==> src/rtl/simplebus_fifo.sv <==
`default_nettype none
// ============================================================================
// Module      : simplebus_fifo
// Description : Parametrised valid/ready buffering stage for the simplebus
//               "foo" payload. It holds DEPTH entries of WIDTH bits in a
//               circular array and adds occupancy reporting, a synchronous
//               flush and a sticky flag for offers dropped while full.
//
// Ports       : clk           - single clock, rising edge
//               reset         - synchronous, active-high; highest priority
//               flush         - synchronous discard of all stored entries
//               in_valid      - producer offers in_foo
//               in_ready      - FIFO can accept this cycle (from state only)
//               in_foo        - producer payload, sampled only on push
//               out_valid     - out_foo holds the oldest entry
//               out_ready     - consumer takes out_foo this cycle
//               out_foo       - oldest stored payload, forced to 0 when empty
//               count         - stored entries, 0..DEPTH
//               err_push_full - sticky: in_valid seen while in_ready low
//
// Revision    : 1.0 - initial release
// ============================================================================
module simplebus_fifo #(
    parameter  int WIDTH = 3,
    parameter  int DEPTH = 4,
    localparam int CW    = $clog2(DEPTH + 1)
) (
    input  logic             clk,
    input  logic             reset,
    input  logic             flush,
    input  logic             in_valid,
    output logic             in_ready,
    input  logic [WIDTH-1:0] in_foo,
    output logic             out_valid,
    input  logic             out_ready,
    output logic [WIDTH-1:0] out_foo,
    output logic [CW-1:0]    count,
    output logic             err_push_full
);

    localparam int                 c_pw       = $clog2(DEPTH);
    localparam logic [c_pw-1:0]    c_ptr_last = c_pw'(DEPTH - 1);
    localparam logic [c_pw-1:0]    c_ptr_one  = c_pw'(1);
    localparam logic [CW-1:0]      c_full     = CW'(DEPTH);
    localparam logic [CW-1:0]      c_cnt_one  = CW'(1);

    logic [WIDTH-1:0] r_mem [DEPTH];
    logic [c_pw-1:0]  r_wp;
    logic [c_pw-1:0]  r_rp;
    logic [CW-1:0]    r_cnt;
    logic             r_err;

    logic             w_in_ready;
    logic             w_out_valid;
    logic             w_push;
    logic             w_pop;

    // Explicit wrap so non-power-of-two depths index only valid entries.
    function automatic logic [c_pw-1:0] f_next(input logic [c_pw-1:0] p);
        return (p == c_ptr_last) ? '0 : p + c_ptr_one;
    endfunction

    // Ready is derived from occupancy alone: no path from out_ready, so a
    // full FIFO cannot accept a word even in a cycle where it is popped.
    assign w_in_ready  = (r_cnt != c_full);
    assign w_out_valid = (r_cnt != '0);
    assign w_push      = in_valid & w_in_ready;
    assign w_pop       = w_out_valid & out_ready;

    assign in_ready      = w_in_ready;
    assign out_valid     = w_out_valid;
    // Mask keeps stale, unreset storage invisible while empty.
    assign out_foo       = w_out_valid ? r_mem[r_rp] : '0;
    assign count         = r_cnt;
    assign err_push_full = r_err;

    always_ff @(posedge clk) begin
        if (reset) begin
            r_wp  <= '0;
            r_rp  <= '0;
            r_cnt <= '0;
            r_err <= 1'b0;
        end else begin
            // A dropped offer is recorded even during a flush cycle.
            if (in_valid && !w_in_ready) begin
                r_err <= 1'b1;
            end
            if (flush) begin
                r_wp  <= '0;
                r_rp  <= '0;
                r_cnt <= '0;
            end else begin
                if (w_push) begin
                    r_wp <= f_next(r_wp);
                end
                if (w_pop) begin
                    r_rp <= f_next(r_rp);
                end
                if (w_push && !w_pop) begin
                    r_cnt <= r_cnt + c_cnt_one;
                end else if (w_pop && !w_push) begin
                    r_cnt <= r_cnt - c_cnt_one;
                end
            end
        end
    end

    // Storage has no reset; contents are only observable through out_foo.
    always_ff @(posedge clk) begin
        if (!reset && !flush && w_push) begin
            r_mem[r_wp] <= in_foo;
        end
    end

endmodule
`default_nettype wire

==> config.mk <==
export PLATFORM = sky130hd
export DESIGN_NAME = simplebus_fifo
export DESIGN_NICKNAME = d
export VERILOG_FILES = /design/src/rtl/simplebus_fifo.sv
export SDC_FILE = /design/constraint.sdc
export NUM_CORES = 1
export LEC_CHECK = 0
export CELL_PAD_IN_SITES_DETAIL_PLACEMENT = 1
export CELL_PAD_IN_SITES_GLOBAL_PLACEMENT = 1
export CORE_MARGIN = 3
export CORE_UTILIZATION = 43
export CTS_CLUSTER_SIZE = 25
export DETAILED_ROUTE_END_ITERATION = 8
export MAX_ROUTING_LAYER = met4
export PLACE_DENSITY_LB_ADDON = 0.05
export SYNTH_ARGS = -nofsm -noshare
export SYNTH_HDL_FRONTEND = slang
export SYNTH_SLANG_ARGS = --single-unit
export TNS_END_PERCENT = 30
==> constraint.sdc <==
create_clock -name clk -period 3.19 [get_ports clk]
set_input_delay 0.638 -clock clk [delete_from_list [all_inputs] [get_ports clk]]
set_output_delay 0.638 -clock clk [all_outputs]
set_load 0.05 [all_outputs]
==> metrics <==
outcome complete, no violations; Seq/Total Area, Yosys 0.5826; Worst Path Required 2.55 ns; ant diodes 0; Ys Warns 0; IO Port Bufs 16; crit-path cells mux4_2 -> nor2b_1 -> clkdlybuf4s50_1; nets 108; most frequent cell after synthesis edfxtp_1; final hold viol count 0; Vias 619; WHS Path Cells 2; CP Depth 3; achievable clock frequency 0.3587 GHz; Post-CTS Setup Bufs 0; CP endpoint kind output pin; post-route setup TNS 0 ns; fin crit period 2.788 ns; worst vdd ir 0.3786 mV; Place WS 0.2944 ns; PD cells 512.5 nW/um^2; Synthesized Nets 88; Hold Crit Class flip-flop to flip-flop; startpoint types flip-flop; wire length per cell 15.18 um; WL met1 837 um; met2 WL 911 um; row cnt 16; Power Internal 412.5 uW; Final Hold Slack 0.5039 ns; overall power 604.0 uW; post-synth top area share 0.3745; Mapped Cells 73; clock-pin slew on the worst setup and hold paths 0.12 ns; Top Layer Used met4; Skew-Pair Late Insertion Delay 0.30 ns; DIE AREA 2841 um^2; critical path's slowest cell clkdlybuf4s50_1; Worst-Margin Slew 0.5794 ns; Comb pwr share 0.260; post-detail-place hpwl 1.440 mm; Commonest cells post-synth 12 x edfxtp_1, 10 x dfxtp_1, 6 x ha_1, 6 x inv_1, 5 x nor2_1; WL met3 43 um; critical setup path kind flip-flop to output pin; fin cells 119; Longest Clk Path Bufs 2; Synth Register Bits 22; P_leak 0.4444 nW; R2R depth 8; P&R area growth vs syn 22.50%; area leader, netlist edfxtp_1; Area contributors post-synth edfxtp_1 37%, dfxtp_1 21%, ha_1 7.8%; max cap viols 0; final period utilization 0.8738; post-layout instance area 1179 um^2; dpl cells 115; switching power total 191.5 uW; H-tree depth 1; vias in the first global route 618; Die X 53.31 um; 1st-iter DRT viols 7; maximum number of pins on one net before global-route repair 13; WP buf/inv 1; CP top delay family buffers and inverters; initial antenna violation count 0; Clock Skew 0.002776 ns; Post-synth EDFFs 12; Post-Route WL 1.806 mm; DRT Pass-1 Iters 4; RePlAce Congestion 0.7386; synth unique cells 24; first-pass GRT wire length 2.980 mm; Finish-stage setup viols 0; total gr overflow 0; Post-synth top flop edfxtp_1; Arrival @ worst endpoint 2.15 ns; layout cells sized above 1 0.1087; drt drc 0; Area after DPL 1152 um^2; Vias/cell 5.202; CTS root buf clkbuf_4; core area 2042 um^2; post-cts repair resize count 0; relative slew slack 0.6108; Finished Core Util 0.5772; synthesized area per cell 13.18 um^2; DRT antenna net count 0; top-level I/O count 17; synthesized area 962.2 um^2; CTS Buf Count 3; gr usage total 0.1562; CP Max Fanout 3; sequential share of power 0.529; Post-synth ARST share 0; setup ws final 0.4025 ns; Slew Viols, Final 0; Starting Density 0.4712; Clock Power Share 0.212; clock sink count 22; Max stage delay on crit path 0.72 ns; sw frac 0.3171; Die H 53.31 um; Hold-fix buffers, CTS 0; RSZ-0062 raised after global routing false; CTS tree yes
==> tightest hold or removal path: cells and delay by family, from the launching register on <==
family | cells | cell delay, ns
flip-flops | 1 | 0.34
AND/OR/NAND/NOR | 1 | 0.06
AO/OA/AOI/OAI | 1 | 0.07
==> sequential cells by signal (all words and copies together), names as in the netlist, named ones only <==
signal and flops:
r_rp 2, r_mem 12, err_push_full 1, count 3, r_wp 2
==> cells by family (layout without fill, tap and decap cells) <==
group                      after synthesis  in the layout  share of synthesized area
and+or+nand+nor                         22             22                     0.1300
AOI/OAI and AO/OA                        9              9                    0.06241
muxes                                    4              4                    0.08062
xor gates and xnor gates                 2              2                    0.01821
buffers and inverters                    7             26                    0.02730
DFF                                     22             22                     0.5826
adders and majority gates                7              7                    0.09883
==> layout make-up <==
cell class	count	area, um^2
Sequential cell	22	560.5
Clock inverter	1	3.754
Inverter	6	22.52
Fill cell	222	863.3
Clock buffer	3	22.52
Tap cell	27	33.78
Timing Repair Buffer	16	160.2
Multi-Input combinational cell	44	375.4
==> cell usage in the layout (no fill, tap or decap) <==
cell             netlist  final
clkdlybuf4s50_1        0     16
edfxtp_1              12     12
dfxtp_1               10     10
inv_1                  6      6
ha_1                   6      6
nor2_1                 5      5
and3_1                 4      4
a21oi_1                4      4
mux4_2                 3      3
nor2b_1                3      3
clkbuf_4               0      3
o31ai_2                2      2
nand2_1                2      2
xor2_1                 2      2
o21ai_0                2      2
or3_1                  2      2
nor3b_2                1      1
nor3_1                 1      1
nand3_1                1      1
o21ai_1                1      1
or2_2                  1      1
nand4_1                1      1
or4_1                  1      1
mux2i_1                1      1
fa_1                   1      1
clkinv_1               0      1
==> per-layer routing <==
layer / vias up / global-route usage
met5: - / -
met4: 0 / 0.05106
met3: 2 / 0.03380
met2: 9 / 0.2449
met1: 307 / 0.2000
li1: 301 / -
==> power groups by stage <==
stage	Sequential [mW]	Combinational, mW	Clock, mW
3_5_place_dp	0.326	0.158	0
5_1_grt	0.322	0.170	0.146
4_1_cts	0.320	0.158	0.133
6_report	0.319	0.157	0.128
2_1_floorplan	0.340	0.0889	0
3_3_place_gp	0.326	0.155	0
==> worst paths after layout <==
path,startpoint,to,slack [ns]
setup / recovery,flip-flop,out_foo[1],0.40
hold / removal,r_rp[0]$_SDFFE_PP0P_,r_rp[0]$_SDFFE_PP0P_,0.50
setup reg to reg,count[0]$_SDFFE_PP0P_,count[2]$_SDFFE_PP0P_,0.89
hold reg to reg,r_rp[0]$_SDFFE_PP0P_,r_rp[0]$_SDFFE_PP0P_,0.50
No activity file was read; power rests on OpenSTA's default activity.
